[src/rtl/knn_sorted_core_if.sv]
// Handshake and result bundle for knn_sorted_core: test point / data-point
// stream in, sorted neighbour list and vote result out.
interface knn_sorted_core_if #(
  parameter int unsigned K       = 4,
  parameter int unsigned DIM     = 2,
  parameter int unsigned COORD_W = 8,
  parameter int unsigned LABEL_W = 4
);
  localparam int unsigned DIST_W = 2*COORD_W + 1 + $clog2(DIM);
  localparam int unsigned ENT_W  = DIST_W + LABEL_W;
  localparam int unsigned CNT_W  = $clog2(K+1);

  logic                     start;
  logic [DIM*COORD_W-1:0]   test_point;
  logic                     dp_valid;
  logic                     dp_ready;
  logic [DIM*COORD_W-1:0]   dp_coord;
  logic [LABEL_W-1:0]       dp_label;
  logic                     dp_last;
  logic [K*ENT_W-1:0]       nb_list;
  logic [CNT_W-1:0]         nb_count;
  logic [LABEL_W-1:0]       class_label;
  logic                     busy;
  logic                     done;

  modport master (
    output start, test_point, dp_valid, dp_coord, dp_label, dp_last,
    input  dp_ready, nb_list, nb_count, class_label, busy, done
  );

  modport slave (
    input  start, test_point, dp_valid, dp_coord, dp_label, dp_last,
    output dp_ready, nb_list, nb_count, class_label, busy, done
  );
endinterface

[src/rtl/knn_sorted_core.sv]
// K-nearest-neighbour core: 3-stage squared-distance pipeline feeding a
// distance-sorted K-entry list, followed by a sequential majority vote.
module knn_sorted_core #(
  parameter int unsigned K       = 4,
  parameter int unsigned DIM     = 2,
  parameter int unsigned COORD_W = 8,
  parameter int unsigned LABEL_W = 4
) (
  input logic              clk,
  input logic              rst_n,
  knn_sorted_core_if.slave bus
);
  localparam int unsigned DIST_W = 2*COORD_W + 1 + $clog2(DIM);
  localparam int unsigned ENT_W  = DIST_W + LABEL_W;
  localparam int unsigned DIFF_W = COORD_W + 1;
  localparam int unsigned PROD_W = 2*DIFF_W;
  localparam int unsigned SQ_W   = 2*COORD_W;
  localparam int unsigned CNT_W  = $clog2(K+1);
  localparam int unsigned IDX_W  = (K > 1) ? $clog2(K) : 1;
  localparam int unsigned TP_W   = DIM*COORD_W;

  typedef enum logic [2:0] {S_IDLE, S_RUN, S_DRAIN, S_VOTE, S_DONE} state_e;

  state_e              state_q, state_d;
  logic [TP_W-1:0]     tp_q, tp_d;
  logic                s1_vld_q, s1_vld_d;
  logic [SQ_W-1:0]     s1_sq_q [DIM];
  logic [SQ_W-1:0]     s1_sq_d [DIM];
  logic [LABEL_W-1:0]  s1_lab_q, s1_lab_d;
  logic                s2_vld_q, s2_vld_d;
  logic [DIST_W-1:0]   s2_dist_q, s2_dist_d;
  logic [LABEL_W-1:0]  s2_lab_q, s2_lab_d;
  logic [DIST_W-1:0]   dist_q [K];
  logic [DIST_W-1:0]   dist_d [K];
  logic [LABEL_W-1:0]  lab_q [K];
  logic [LABEL_W-1:0]  lab_d [K];
  logic [CNT_W-1:0]    cnt_q, cnt_d;
  logic [1:0]          drain_q, drain_d;
  logic [IDX_W-1:0]    vidx_q, vidx_d;
  logic [CNT_W-1:0]    best_cnt_q, best_cnt_d;
  logic [LABEL_W-1:0]  best_lab_q, best_lab_d;
  logic [LABEL_W-1:0]  class_q, class_d;
  logic                ready_q, ready_d;
  logic                busy_q, busy_d;
  logic                done_q, done_d;

  logic                       beat;
  logic signed [DIFF_W-1:0]   diff;
  logic signed [PROD_W-1:0]   prod;
  logic [DIST_W-1:0]          sum;
  logic [K-1:0]               gt;
  logic [K-1:0]               gt_prev;
  logic [CNT_W-1:0]           match;
  logic [CNT_W-1:0]           best_cnt_nx;
  logic [LABEL_W-1:0]         best_lab_nx;

  always_comb begin
    state_d    = state_q;
    tp_d       = tp_q;
    s1_lab_d   = s1_lab_q;
    s2_vld_d   = s1_vld_q;
    s2_dist_d  = s2_dist_q;
    s2_lab_d   = s1_lab_q;
    cnt_d      = cnt_q;
    drain_d    = drain_q;
    vidx_d     = vidx_q;
    best_cnt_d = best_cnt_q;
    best_lab_d = best_lab_q;
    class_d    = class_q;
    for (int unsigned i = 0; i < K; i++) begin
      dist_d[i] = dist_q[i];
      lab_d[i]  = lab_q[i];
    end
    for (int unsigned d = 0; d < DIM; d++) s1_sq_d[d] = s1_sq_q[d];
    diff    = '0;
    prod    = '0;
    sum     = '0;
    gt      = '0;
    gt_prev = '0;
    match   = '0;

    // start takes priority over a beat presented in the same cycle
    beat     = bus.dp_valid && ready_q && !bus.start;
    s1_vld_d = beat;

    // S1: per-dimension squared difference of sign-extended coordinates
    if (beat) begin
      s1_lab_d = bus.dp_label;
      for (int unsigned d = 0; d < DIM; d++) begin
        diff = DIFF_W'($signed(bus.dp_coord[d*COORD_W +: COORD_W]))
             - DIFF_W'($signed(tp_q[d*COORD_W +: COORD_W]));
        prod = PROD_W'(diff) * PROD_W'(diff);
        s1_sq_d[d] = SQ_W'(prod);
      end
    end

    // S2: lossless sum of squares
    for (int unsigned d = 0; d < DIM; d++) sum = sum + DIST_W'(s1_sq_q[d]);
    s2_dist_d = sum;

    // S3: gt is monotone over the sorted valid prefix, so the first set bit is the slot
    for (int unsigned i = 0; i < K; i++)
      gt[i] = (CNT_W'(i) >= cnt_q) || (dist_q[i] > s2_dist_q);
    for (int unsigned i = 1; i < K; i++) gt_prev[i] = gt[i-1];
    if (s2_vld_q) begin
      for (int unsigned i = 0; i < K; i++) begin
        if (gt_prev[i]) begin
          dist_d[i] = dist_q[i-1];
          lab_d[i]  = lab_q[i-1];
        end else if (gt[i]) begin
          dist_d[i] = s2_dist_q;
          lab_d[i]  = s2_lab_q;
        end
      end
      if (gt[K-1] && (cnt_q != CNT_W'(K))) cnt_d = cnt_q + CNT_W'(1);
    end

    // vote step: strict greater keeps the nearer label on ties
    for (int unsigned j = 0; j < K; j++)
      if ((CNT_W'(j) < cnt_q) && (lab_q[j] == lab_q[vidx_q])) match = match + CNT_W'(1);
    best_cnt_nx = best_cnt_q;
    best_lab_nx = best_lab_q;
    if ((CNT_W'(vidx_q) < cnt_q) && (match > best_cnt_q)) begin
      best_cnt_nx = match;
      best_lab_nx = lab_q[vidx_q];
    end

    case (state_q)
      S_IDLE: ;
      S_RUN: begin
        if (beat && bus.dp_last) begin
          state_d = S_DRAIN;
          drain_d = '0;
        end
      end
      S_DRAIN: begin
        drain_d = drain_q + 2'd1;
        if (drain_q == 2'd2) begin
          state_d    = S_VOTE;
          vidx_d     = '0;
          best_cnt_d = '0;
          best_lab_d = '0;
        end
      end
      S_VOTE: begin
        best_cnt_d = best_cnt_nx;
        best_lab_d = best_lab_nx;
        vidx_d     = vidx_q + IDX_W'(1);
        if (vidx_q == IDX_W'(K-1)) begin
          state_d = S_DONE;
          class_d = best_lab_nx;
        end
      end
      S_DONE:  state_d = S_IDLE;
      default: state_d = S_IDLE;
    endcase

    // start: latch test point, flush pipeline, clear list, (re)enter RUN
    if (bus.start) begin
      state_d    = S_RUN;
      tp_d       = bus.test_point;
      s1_vld_d   = 1'b0;
      s2_vld_d   = 1'b0;
      cnt_d      = '0;
      drain_d    = '0;
      vidx_d     = '0;
      best_cnt_d = '0;
      best_lab_d = '0;
      class_d    = '0;
      for (int unsigned i = 0; i < K; i++) begin
        dist_d[i] = '0;
        lab_d[i]  = '0;
      end
    end

    ready_d = (state_d == S_RUN);
    busy_d  = (state_d != S_IDLE);
    done_d  = (state_d == S_DONE);
  end

  always_ff @(posedge clk or negedge rst_n) begin
    if (!rst_n) begin
      state_q    <= S_IDLE;
      tp_q       <= '0;
      s1_vld_q   <= 1'b0;
      s1_lab_q   <= '0;
      s2_vld_q   <= 1'b0;
      s2_dist_q  <= '0;
      s2_lab_q   <= '0;
      cnt_q      <= '0;
      drain_q    <= '0;
      vidx_q     <= '0;
      best_cnt_q <= '0;
      best_lab_q <= '0;
      class_q    <= '0;
      ready_q    <= 1'b0;
      busy_q     <= 1'b0;
      done_q     <= 1'b0;
      for (int unsigned d = 0; d < DIM; d++) s1_sq_q[d] <= '0;
      for (int unsigned i = 0; i < K; i++) begin
        dist_q[i] <= '0;
        lab_q[i]  <= '0;
      end
    end else begin
      state_q    <= state_d;
      tp_q       <= tp_d;
      s1_vld_q   <= s1_vld_d;
      s1_lab_q   <= s1_lab_d;
      s2_vld_q   <= s2_vld_d;
      s2_dist_q  <= s2_dist_d;
      s2_lab_q   <= s2_lab_d;
      cnt_q      <= cnt_d;
      drain_q    <= drain_d;
      vidx_q     <= vidx_d;
      best_cnt_q <= best_cnt_d;
      best_lab_q <= best_lab_d;
      class_q    <= class_d;
      ready_q    <= ready_d;
      busy_q     <= busy_d;
      done_q     <= done_d;
      for (int unsigned d = 0; d < DIM; d++) s1_sq_q[d] <= s1_sq_d[d];
      for (int unsigned i = 0; i < K; i++) begin
        dist_q[i] <= dist_d[i];
        lab_q[i]  <= lab_d[i];
      end
    end
  end

  for (genvar g = 0; g < int'(K); g++) begin : g_list
    assign bus.nb_list[g*ENT_W +: ENT_W] = {dist_q[g], lab_q[g]};
  end

  assign bus.nb_count    = cnt_q;
  assign bus.class_label = class_q;
  assign bus.dp_ready    = ready_q;
  assign bus.busy        = busy_q;
  assign bus.done        = done_q;
endmodule

[src/flat_wrapper.sv]
// flat-port wrapper written by rule: the top's interface ports become plain ports
module knn_sorted_core_flat 
#(
  parameter int unsigned K       = 4,
  parameter int unsigned DIM     = 2,
  parameter int unsigned COORD_W = 8,
  parameter int unsigned LABEL_W = 4
)
  (clk, rst_n, bus_start, bus_test_point, bus_dp_valid, bus_dp_coord, bus_dp_label, bus_dp_last, bus_dp_ready, bus_nb_list, bus_nb_count, bus_class_label, bus_busy, bus_done);
  knn_sorted_core_if #(.K(K), .DIM(DIM), .COORD_W(COORD_W), .LABEL_W(LABEL_W)) bus_i ();
  input logic clk;
  input logic rst_n;
  input wire logic [$bits(bus_i.start)-1:0] bus_start;
  input wire logic [$bits(bus_i.test_point)-1:0] bus_test_point;
  input wire logic [$bits(bus_i.dp_valid)-1:0] bus_dp_valid;
  input wire logic [$bits(bus_i.dp_coord)-1:0] bus_dp_coord;
  input wire logic [$bits(bus_i.dp_label)-1:0] bus_dp_label;
  input wire logic [$bits(bus_i.dp_last)-1:0] bus_dp_last;
  output wire logic [$bits(bus_i.dp_ready)-1:0] bus_dp_ready;
  output wire logic [$bits(bus_i.nb_list)-1:0] bus_nb_list;
  output wire logic [$bits(bus_i.nb_count)-1:0] bus_nb_count;
  output wire logic [$bits(bus_i.class_label)-1:0] bus_class_label;
  output wire logic [$bits(bus_i.busy)-1:0] bus_busy;
  output wire logic [$bits(bus_i.done)-1:0] bus_done;
  assign bus_i.start = bus_start;
  assign bus_i.test_point = bus_test_point;
  assign bus_i.dp_valid = bus_dp_valid;
  assign bus_i.dp_coord = bus_dp_coord;
  assign bus_i.dp_label = bus_dp_label;
  assign bus_i.dp_last = bus_dp_last;
  assign bus_dp_ready = bus_i.dp_ready;
  assign bus_nb_list = bus_i.nb_list;
  assign bus_nb_count = bus_i.nb_count;
  assign bus_class_label = bus_i.class_label;
  assign bus_busy = bus_i.busy;
  assign bus_done = bus_i.done;
  knn_sorted_core #(.K(K), .DIM(DIM), .COORD_W(COORD_W), .LABEL_W(LABEL_W)) u_core (.clk(clk), .rst_n(rst_n), .bus(bus_i));
endmodule
[config.mk]
export PLATFORM = sky130hd
export DESIGN_NAME = knn_sorted_core_flat
export DESIGN_NICKNAME = d
export VERILOG_FILES = /design/src/rtl/knn_sorted_core_if.sv /design/src/rtl/knn_sorted_core.sv /design/src/flat_wrapper.sv
export SDC_FILE = /design/constraint.sdc
export NUM_CORES = 1
export LEC_CHECK = 0
export BUFFER_PORTS_ARGS = -buffer_cell sky130_fd_sc_hd__buf_2
export CAP_MARGIN = 20
export CORE_AREA = 2 2 162 164
export CTS_BUF_LIST = sky130_fd_sc_hd__clkbuf_2 sky130_fd_sc_hd__clkbuf_4 sky130_fd_sc_hd__clkbuf_8
export DETAILED_ROUTE_END_ITERATION = 6
export DIE_AREA = 0 0 164 166
export PLACE_DENSITY = 0.86
export REMOVE_ABC_BUFFERS = 1
export SLEW_MARGIN = 20
export SYNTH_ARGS = -nofsm -noshare
export SYNTH_HDL_FRONTEND = slang
export SYNTH_SLANG_ARGS = --single-unit
[constraint.sdc]
create_clock -name clk -period 8.12 [get_ports clk]
set_input_delay 2.03 -clock clk [delete_from_list [all_inputs] [get_ports clk]]
set_output_delay 2.03 -clock clk [all_outputs]
set_load 0.05 [all_outputs]
======== After elaboration in Yosys (flattened, before gate mapping) ========
Cells that the tools add are included.
storage, ports and cells
  register bits after elaboration ......... 188
  latch bits .............................. 0
  bits in writable memories ............... 0
  memory bits (read-only) ................. 0
  input bits .............................. 41
  output and inout bits ................... 98
  word-level logic and storage cells ...... 155
  memories kept ........................... 0
operators by class
  add/subtract/negate cells ............... 9
  $mul .................................... 2
  div/mod/pow operators ................... 0
  $lt $le $gt $ge ......................... 15
  equality and inequality tests ........... 15
  shifts and indexed selects .............. 0
  muxes and demuxes ....................... 52
  bitwise logic cells ..................... 1
  reductions and logical operators ........ 35
operators with widths
  operator                                                          count
  2-to-1 mux 72 bit                                                 2
  2-to-1 mux 18 bit                                                 7
  > comparator 18 bit                                               4
  2-to-1 mux 4 bit                                                  15
  2-to-1 mux 3 bit                                                  13
  multiplier 9 x 9 -> 16 bit                                        2
  2-to-1 mux 16 bit                                                 2
  nonzero test 3 bit                                                6
  subtractor 8 x 8 -> 9 bit                                         2
  adder 16 x 16 -> 17 bit                                           1
  == test 4 bit                                                     4
  AND reduction 2 bit                                               8
  one-hot mux 3 bit (4 select lines)                                1
  nonzero test 2 bit                                                5
  adder 3 x 1 -> 3 bit, second input constant                       3
  logical AND 1 bit                                                 9
  != test 3 x 2 -> 1 bit, second input constant                     3
  binary-select mux 4 bit (select 2 bit)                            1
  2-to-1 mux 2 bit                                                  4
  one-hot mux 2 bit (2 select lines)                                2
  one-hot mux 4 bit (2 select lines)                                1
  == test 3 x 1 -> 1 bit, second input constant                     2
  == test 3 x 2 -> 1 bit, second input constant                     2
  greater-or-equal comparator 1 x 3 -> 1 bit, first input constant  2
  18 further kinds                                                  28

======== Longest topological paths before layout ========
Gate-level depths: netlist of the first run.
  depth after elaboration ................. 19
  gate-level depth with buffers ........... 28
  mapped depth without buffers ............ 28

======== Least setup slack after synthesis of the first run ========
No wires, ideal clock.
  kind .................................... input to register
  from .................................... input port bus_dp_coord[8]
  to ...................................... register u_core.s1_sq_q[14] (netlist bit)
  setup time .............................. 0.120 ns
  arrival ................................. 7.803 ns
  required time ........................... 8.000 ns
  slack ................................... 0.198 ns
  stages .................................. 25
  cell sequence ........................... inv_1 -> ha_1 -> inv_2 -> fa_1 -> a211oi_1 -> nor2_1 -> o31a_1 -> a21oi_1 -> nand2_1 -> fa_1 -> fa_1 -> inv_1 -> fa_1 -> fa_1 -> inv_1 -> fa_1 -> inv_1 -> ha_1 -> inv_1 -> o21a_1 -> nor2_1 -> o211ai_1 -> a21boi_0 -> or3_1 -> a31o_1
on the way
  cells in the longest elaborated chain, start to end .. 2
ends and longest elaborated chain
  what                        line                   source
  start: declaration          flat_wrapper.sv:16     input wire logic [$bits(bus_i.dp_coord)-1:0] bus_dp_coord;
  subtractor 8 x 8 -> 9 bit   knn_sorted_core.sv:91  - DIFF_W'($signed(tp_q[d*COORD_W +: COORD_W]));
  multiplier 9 x 9 -> 16 bit  knn_sorted_core.sv:92  prod = PROD_W'(diff) * PROD_W'(diff);
  end: declaration            knn_sorted_core.sv:27  logic [SQ_W-1:0] s1_sq_q [DIM];
No other way between the ends.
A chain may end at the register's enable or synchronous reset.

======== Worst setup path after layout of the first run ========
  from .................................... input port bus_dp_coord[9]
  to ...................................... register u_core.s1_sq_q[14] (netlist bit)
The elaborated chain is that of the path after synthesis.

==> results of run 1 <==
==> metal layers <==
layer  vias up  part of all wire, %  track usage (%)
met5         -                    0                0
met4         0                  3.6             11.6
met3       101                  6.4             4.47
met2       500                   51             49.4
met1      5936                   39             35.5
li1       5447                    -                -
==> registers in the layout, indices dropped and copies added (netlist names), 2 cells and up <==
signal and flops:
u_core.best_cnt_q 3, u_core.s2_dist_q 17, u_core.bus.nb_list 84, u_core.s1_lab_q 4, u_core.state_q 3, u_core.drain_q 2, u_core.s2_lab_q 4, u_core.bus.class_label 4
u_core.tp_q 16, u_core.s1_sq_q 30, u_core.best_lab_q 4, u_core.vidx_q 2, u_core.bus.nb_count 3
==> layout make-up <==
cell class / count / area, um^2 / area share [%]
well taps: 335 / 419 / 2.52
clock inverters: 14 / 214 / 1.29
inverters: 209 / 785 / 4.72
clock buffers: 18 / 241 / 1.45
flip-flops and latches: 181 / 4530 / 27.2
multi-input cells: 1089 / 9490 / 57.1
repair buffers: 170 / 950 / 5.71
==> metrics by stage <==
| stage | instance area (um^2) | hold WS, ns |
|---|---|---|
| detailed placement | 16200 | 0.362 |
| floorplan | 14800 | 0.354 |
| global route | 16600 | 0.382 |
| finish | 16600 | 0.379 |
| global placement | 16200 | 0.359 |
| CTS | 16600 | 0.376 |
==> worst register-to-register path, cell delays in order, from the launching register on <==
cell and delay, ns:
dfrtp_1 0.37, inv_1 0.12, ha_1 0.25, a21o_1 0.16, a21o_1 0.20, a21o_1 0.18, a21o_1 0.19, a31oi_1 0.20
xnor2_1 0.19, inv_2 0.05, and2_1 0.17, fa_1 0.50, inv_1 0.05, fa_1 0.53, inv_1 0.06, fa_1 0.50
fa_1 0.54, inv_1 0.05, fa_1 0.49, inv_1 0.05, ha_1 0.22, nor2_1 0.20, o21a_1 0.18, nor2_1 0.06
o211ai_1 0.15, a21boi_0 0.12, or3_1 0.31, a31o_1 0.21
==> logic make-up (layout without fill, tap and decap cells) <==
| group | after synthesis | in the layout | synth area share (%) |
|---|---|---|---|
| other | 1 | 4 | 0.0249 |
| flip-flops | 181 | 181 | 30.1 |
| XOR/XNOR | 72 | 72 | 4.25 |
| AND/OR/NAND/NOR | 398 | 398 | 13.0 |
| AO/OA/AOI/OAI | 298 | 298 | 14.1 |
| buffers and inverters | 267 | 411 | 6.93 |
| adder cells (fa/ha/maj) | 284 | 284 | 29.0 |
| multiplexers | 33 | 33 | 2.58 |
==> path summary, 6_finish.rpt <==
check	depth (start not counted)	endpoint	slack, ns
worst max-delay path	27	u_core.s1_sq_q[14]	0.46
worst min-delay path	0	u_core.s2_lab_q[1]	0.38
worst max register to register	27	u_core.s1_sq_q[14]	1.70
worst min register to register	0	u_core.s2_lab_q[1]	0.38
max in group asynchronous	2	u_core.bus.nb_list[64]	4.98
min in group asynchronous	1	u_core.bus.nb_list[33]	1.67
==> cell usage in the layout (no fill, tap or decap), types with 27 or more instances in the layout <==
cell / count
nor2_1: 95
xnor2_1: 52
a21oi_1: 42
fa_1: 108
and3_1: 45
buf_4: 36
ha_1: 176
inv_1: 201
and2_1: 29
dfrtp_1: 181
nand2_1: 115
buf_2: 133
a21o_1: 27
o21ai_0: 55
==> flow_metrics.py, run 1 <==
metrics = {
    "placement": {
        "post-place-ws_ns": 0.0521,
        "portBuffers": 134,
        "dp_hpwl_um": 27500,
        "post-place-cells": 1984,
        "gp_congestion": 0.939,
    },
    "worst_setup_path": {
        "crit_required_ns": 8.49,
        "start_kind": "primary input",
        "cp-startpoint": "bus_dp_coord[9]",
        "slowest_stage": "fa_1",
        "arrival_ns": 8.02,
        "path_buf_inv": 6,
        "crit_type": "primary input to flop",
        "critPathMaxFanout": 3,
        "max_stage_delay_ns": 0.54,
        "crit_family": "adder cells",
        "cp-end-kind": "flop",
        "cp_common_cell": "fa_1",
        "r2r-start": "u_core.tp_q[9]",
    },
    "logic_synthesis": {
        "synth_warnings": 0,
        "yosys.area.top_type": "dfrtp_1",
        "synthTopCellsByCount": "inv_1 (201), dfrtp_1 (181), ha_1 (176)",
        "yosysTopAreaCellShare_pct": 30.1,
        "syn_area_mm2": 0.0150,
        "synthFlopType": "dfrtp_1",
        "synth-seq-cells": 181,
        "syn_inst": 1534,
        "yosysSeqAreaShare_pct": 30.1,
        "syn_area_per_cell_um2": 9.80,
        "yosysMostFrequentCell": "inv_1",
        "synth_area_leaders": "dfrtp_1 (30%), ha_1 (15%), fa_1 (14%), inv_1 (5.0%), xnor2_1 (3.0%)",
        "ys_types": 69,
        "synth-edff-count": 0,
        "async_reset_ff_share_pct": 100,
    },
    "die": {
        "core-area_mm2": 0.0256,
        "die_w_um": 164,
        "num_rows": 59,
        "die_area_mm2": 0.0272,
        "io_pins": 139,
        "die_h_um": 166,
        "start_util_pct": 58.7,
    },
    "cells_and_area": {
        "postLayoutCoreUtil_pct": 64.9,
        "drive_gt1_share_pct": 13.4,
        "antennaDiodeCount": 0,
        "fillers": 1937,
        "area_delta_synth_final_pct": 10.6,
        "nNetsFinal": 1993,
        "fin_cells": 2016,
    },
    "global_routing": {
        "track_usage_pct": 28.5,
        "grt_overflow": 0,
        "antenna_found_initial": 0,
        "grt_pass1_wl_um": 61800,
        "grt_pass1_vias": 12600,
        "grt_max_degree": 116,
    },
    "timing": {
        "tightest_slew_ns": 1.16,
        "maxClockFrequency_mhz": 131,
        "final_max_slew_viol_count": 0,
        "fin_crit_sh_pct": 94.3,
        "min_period_ns": 7.66,
        "final_hold_viol_count": 0,
        "relSlewSlack_pct": 22.6,
        "setup_viol": 0,
        "grt_setup_unrepaired": "no",
        "tns_ns": 0,
        "skew_ns": 0.0198,
        "fin_ws_ns": 0.465,
    },
    "routing": {
        "drt_iter0_markers": 1112,
        "vias": 12000,
        "wire_per_inst_um": 18.3,
        "wl_um": 37000,
        "dr.pass1.iters": 5,
        "drc_errors": 0,
        "via_per_inst": 5.94,
        "ant_nets": 0,
    },
    "run_status": {
        "status": "complete, no violations",
    },
    "clock_network": {
        "cts_buffers": 17,
        "clk_pin_slew_ns": 0.10,
        "postCtsHoldBufs": 0,
        "post-cts-setup-buffers": 0,
        "root_buffer": "clkbuf_8",
        "cts_tree": "done",
        "htreeDepth": 4,
        "ctsResizeCount": 0,
        "cts.sinks": 181,
        "clockBufferDepth": 2,
        "clk-insertion-delay-late_ns": 0.48,
    },
    "job": {
        "cap_violations": 0,
    },
    "min_path": {
        "hp-start": "u_core.s1_lab_q[1]",
        "hp-class": "flop to flop",
    },
}
Power of run 1 is not shown: default switching activity piles up to over one toggle a cycle in this logic, so the estimate is an artifact.
==> run 2: changes to the inputs <==
- CTS_BUF_LIST: sky130_fd_sc_hd__clkbuf_2 sky130_fd_sc_hd__clkbuf_4 sky130_fd_sc_hd__clkbuf_8 -> sky130_fd_sc_hd__clkbuf_2
==> run 2 against run 1 <==
Against the previous run: count of clock-buffer cells in the layout unchanged; clock skew increased by 0.031 ns; highest routed layer unchanged; cell count about the same; critical path type unchanged; maximum frequency rose by 5.8%; first-iteration DRC count shrank 4.2%; via count decreased by 0.52%; worst hold slack improved by 0.011 ns; global-route usage shrank 0.58 points.
==> flow_metrics.py, run 2 (same netlist as run 1, synthesis figures left out) <==
metrics = {
    "timing": {
        "setup_viol": 0,
        "min_period_ns": 7.23,
        "maxClockFrequency_mhz": 138,
        "relSlewSlack_pct": 22.2,
        "skew_ns": 0.0504,
        "fin_hold_ws_ns": 0.390,
        "tns_ns": 0,
        "grt_setup_unrepaired": "no",
        "final_hold_viol_count": 0,
        "fin_crit_sh_pct": 89.1,
        "final_max_slew_viol_count": 0,
        "tightest_slew_ns": 1.17,
    },
    "cells_and_area": {
        "drive_gt1_share_pct": 13.4,
        "area_delta_synth_final_pct": 9.64,
        "multi_input_area_mm2": 0.00949,
        "nNetsFinal": 1993,
        "layout_commonest_cell": "inv_1",
        "fin_cells": 2017,
        "layout_common_cells": "inv_1 (201), dfrtp_1 (181), ha_1 (176), buf_2 (133), nand2_1 (115)",
        "final_cell_area_mm2": 0.0165,
        "largest_register_ffs": 84,
        "fillers": 1965,
        "regArea_mm2": 0.00453,
    },
    "placement": {
        "postPlaceCellArea_mm2": 0.0162,
        "post-place-cells": 1984,
        "gp_congestion": 0.939,
        "dp_hpwl_um": 27500,
        "portBuffers": 134,
    },
    "worst_setup_path": {
        "worstRegToRegCells": 24,
        "crit_required_ns": 8.83,
        "max_stage_delay_ns": 0.54,
        "critPathMaxFanout": 3,
        "slowest_stage": "fa_1",
        "cp-end-kind": "flop",
        "crit_type": "primary input to flop",
        "arrival_ns": 7.95,
        "start_kind": "primary input",
    },
    "job": {
        "cap_violations": 0,
    },
    "global_routing": {
        "grt_overflow": 0,
        "grt_pass1_wl_um": 60900,
        "grt_pass1_vias": 12500,
        "grt_max_degree": 116,
        "track_usage_pct": 27.9,
        "antenna_found_initial": 1,
    },
    "clock_network": {
        "htreeDepth": 4,
        "clk_pin_slew_ns": 0.28,
        "post-cts-setup-buffers": 0,
        "clk-insertion-delay-late_ns": 0.82,
        "postCtsHoldBufs": 0,
        "cts.sinks": 181,
        "root_buffer": "clkbuf_2",
        "ctsResizeCount": 0,
        "cts_buffers": 17,
        "clockBufferDepth": 2,
        "cts_tree": "done",
    },
    "routing": {
        "drt_iter0_markers": 1065,
        "via_per_inst": 5.91,
        "wire_per_inst_um": 18.0,
        "dr.pass1.iters": 5,
        "wl_um": 36300,
        "vias": 11900,
        "ant_nets": 0,
        "drc_errors": 0,
    },
    "run_status": {
        "status": "complete, no violations",
    },
    "die": {
        "start_util_pct": 58.7,
        "die_w_um": 164,
        "io_pins": 139,
        "die_area_mm2": 0.0272,
        "core-area_mm2": 0.0256,
        "num_rows": 59,
        "die_h_um": 166,
    },
    "min_path": {
        "hp-class": "flop to flop",
        "min_path_cells": 0,
    },
}
## run 2: cell types whose count changed in the layout (fill, tap and decap cells not counted), sizes merged
cell and change:
diode +1
## run 2: per-stage QoR
step,setup slack [ns],util [%]
after floorplan,0.0664,-
after global placement,0.182,63.1
after detailed placement,0.0521,63.1
after CTS,0.931,64.3
after global routing,0.491,64.3
final,0.887,64.3
## run 2: path summary, 6_finish.rpt
kind                                          from  slack, ns                endpoint
worst min-delay path            u_core.s1_lab_q[1]       0.39      u_core.s2_lab_q[1]
min in group asynchronous                    rst_n       1.29  u_core.bus.nb_list[33]
worst max-delay path               bus_dp_coord[9]       0.89      u_core.s1_sq_q[14]
worst max register to register      u_core.tp_q[1]       1.74      u_core.s1_sq_q[31]
worst min register to register  u_core.s1_lab_q[1]       0.39      u_core.s2_lab_q[1]
max in group asynchronous                    rst_n       5.35  u_core.bus.nb_list[64]
## run 2: worst max-delay path, delay by kind of cell
kind	cells	cell delay, ns
adders and majority gates	7	3.17
and+or+nand+nor	3	0.53
AOI/OAI and AO/OA	9	1.55
xor gates and xnor gates	1	0.19
buffers and inverters	7	0.47
## run 2: cell type report
cell class | count | share of cell area, %
inverters | 209 | 4.76
clock inverters | 14 | 1.30
clock buffers | 18 | 0.547
flip-flops and latches | 181 | 27.5
multi-input cells | 1089 | 57.6
diodes | 1 | 0.0152
well taps | 335 | 2.54
repair buffers | 170 | 5.76
## run 2: metal layers
layer / vias to the layer above / track usage [%] / share of wire [%]
met5: - / 0 / 0
met4: 0 / 11.1 / 3.3
met3: 88 / 4.25 / 6.6
met2: 450 / 48.6 / 51
met1: 5937 / 34.8 / 39
li1: 5447 / - / -
Power of run 2 is left out for the same reason.
==> run 3: changes to the inputs <==
--- a/config.mk
+++ b/config.mk
@@ -12,4 +12,5 @@
 export DETAILED_ROUTE_END_ITERATION = 6
 export DIE_AREA = 0 0 164 166
+export GPL_TIMING_DRIVEN = 0
 export PLACE_DENSITY = 0.86
 export REMOVE_ABC_BUFFERS = 1
==> constraint.sdc (replaced) <==
create_clock -name clk -period 8.12 [get_ports clk]
set_input_delay 1.624 -clock clk [delete_from_list [all_inputs] [get_ports clk]]
set_output_delay 1.624 -clock clk [all_outputs]
set_load 0.05 [all_outputs]
==> run 3 against run 2 <==
Against the previous run: die area unchanged; highest routed layer unchanged; worst hold slack improved by 0.032 ns; global-route usage fell by 0.69 points.
==> flow_metrics.py, run 3 (same netlist as run 1, synthesis figures left out) <==
metrics = {
    "run_status": {
        "status": "complete, no violations",
    },
    "die": {
        "num_rows": 59,
        "io_pins": 139,
        "die_area_mm2": 0.0272,
        "start_util_pct": 58.7,
        "die_h_um": 166,
        "core-area_mm2": 0.0256,
        "die_w_um": 164,
    },
    "global_routing": {
        "grt_overflow": 0,
        "grt_pass1_wl_um": 59700,
        "antenna_found_initial": 1,
        "grt_max_degree": 105,
        "grt_pass1_vias": 12300,
        "track_usage_pct": 27.2,
    },
    "clock_network": {
        "ctsResizeCount": 0,
        "root_buffer": "clkbuf_2",
        "post-cts-setup-buffers": 0,
        "htreeDepth": 4,
        "cts_buffers": 17,
        "cts_tree": "done",
        "clk_pin_slew_ns": 0.29,
        "clk-insertion-delay-late_ns": 0.82,
        "cts.sinks": 181,
        "clockBufferDepth": 2,
        "postCtsHoldBufs": 0,
    },
    "routing": {
        "drc_errors": 0,
        "via_per_inst": 5.92,
        "dr.pass1.iters": 7,
        "drt_iter0_markers": 932,
        "vias": 11800,
        "wl_um": 35600,
        "wire_per_inst_um": 17.9,
        "ant_nets": 0,
    },
    "placement": {
        "portBuffers": 134,
        "postPlaceCellArea_mm2": 0.0161,
        "post-place-cells": 1955,
        "gp_congestion": 0.935,
        "dp_hpwl_um": 27200,
    },
    "timing": {
        "maxClockFrequency_mhz": 136,
        "tightest_slew_ns": 1.07,
        "final_max_slew_viol_count": 0,
        "setup_viol": 0,
        "fin_crit_sh_pct": 90.9,
        "skew_ns": 0.0719,
        "min_period_ns": 7.38,
        "final_hold_viol_count": 0,
        "grt_setup_unrepaired": "no",
        "relSlewSlack_pct": 28.6,
    },
    "cells_and_area": {
        "area_delta_synth_final_pct": 8.75,
        "final_cell_area_mm2": 0.0163,
        "nNetsFinal": 1964,
        "layout_commonest_cell": "inv_1",
        "multi_input_area_mm2": 0.00953,
        "largest_register_ffs": 84,
        "layout_common_cells": "inv_1 (201), dfrtp_1 (181), ha_1 (176), buf_2 (133), nand2_1 (115)",
        "fin_cells": 1988,
        "drive_gt1_share_pct": 12.5,
        "fillers": 2006,
        "regArea_mm2": 0.00453,
    },
    "worst_setup_path": {
        "start_kind": "primary input",
        "crit_family": "adder cells",
        "crit_required_ns": 8.82,
        "arrival_ns": 8.08,
        "path_buf_inv": 7,
        "critPathMaxFanout": 10,
        "cp-end-kind": "flop",
        "cp_common_cell": "fa_1",
        "crit_type": "primary input to flop",
        "rrSetupSlack_ns": 1.29,
        "slowest_stage": "a21oi_1",
        "max_stage_delay_ns": 0.70,
    },
    "min_path": {
        "hp-class": "flop to flop",
    },
    "job": {
        "cap_violations": 0,
    },
}
run 3: layer usage:
layer / part of all wire (%) / track usage (%) / vias to the layer above
li1: - / - / 5400
met1: 40 / 33.9 / 5896
met2: 52 / 47.6 / 392
met3: 4.9 / 3.35 / 90
met4: 3.3 / 11.4 / 0
met5: 0 / 0 / -
run 3: area by class of cell:
type,count,area share (%)
multi-input cells,1089,58.3
flip-flops and latches,181,27.7
repair buffers,141,5.04
inverters,209,4.80
well taps,335,2.56
clock inverters,15,1.07
clock buffers,17,0.520
diodes,1,0.0153
run 3: stage by stage:
| stage | setup TNS (ns) | hold WS (ns) | setup WS, ns | util [%] |
|---|---|---|---|---|
| 6_report | 0 | 0.422 | 0.742 | 63.8 |
| 5_1_grt | 0 | 0.443 | 0.379 | 63.8 |
| 4_1_cts | 0 | 0.422 | 0.559 | 63.7 |
| 3_5_place_dp | -1.05 | 0.366 | -0.312 | 62.7 |
| 3_3_place_gp | -0.308 | 0.359 | -0.163 | 62.0 |
| 2_1_floorplan | 0 | 0.354 | 0.472 | - |
run 3: worst paths after layout:
path,startpoint,endpoint,cells past startpoint
max in group asynchronous,rst_n,u_core.bus.nb_list[64],2
worst min-delay path,u_core.s1_lab_q[1],u_core.s2_lab_q[1],0
worst min register to register,u_core.s1_lab_q[1],u_core.s2_lab_q[1],0
min in group asynchronous,rst_n,u_core.bus.nb_list[56],1
worst max-delay path,bus_dp_coord[8],u_core.s1_sq_q[14],26
worst max register to register,u_core.tp_q[0],u_core.s1_sq_q[30],24
Power of run 3 is left out for the same reason.
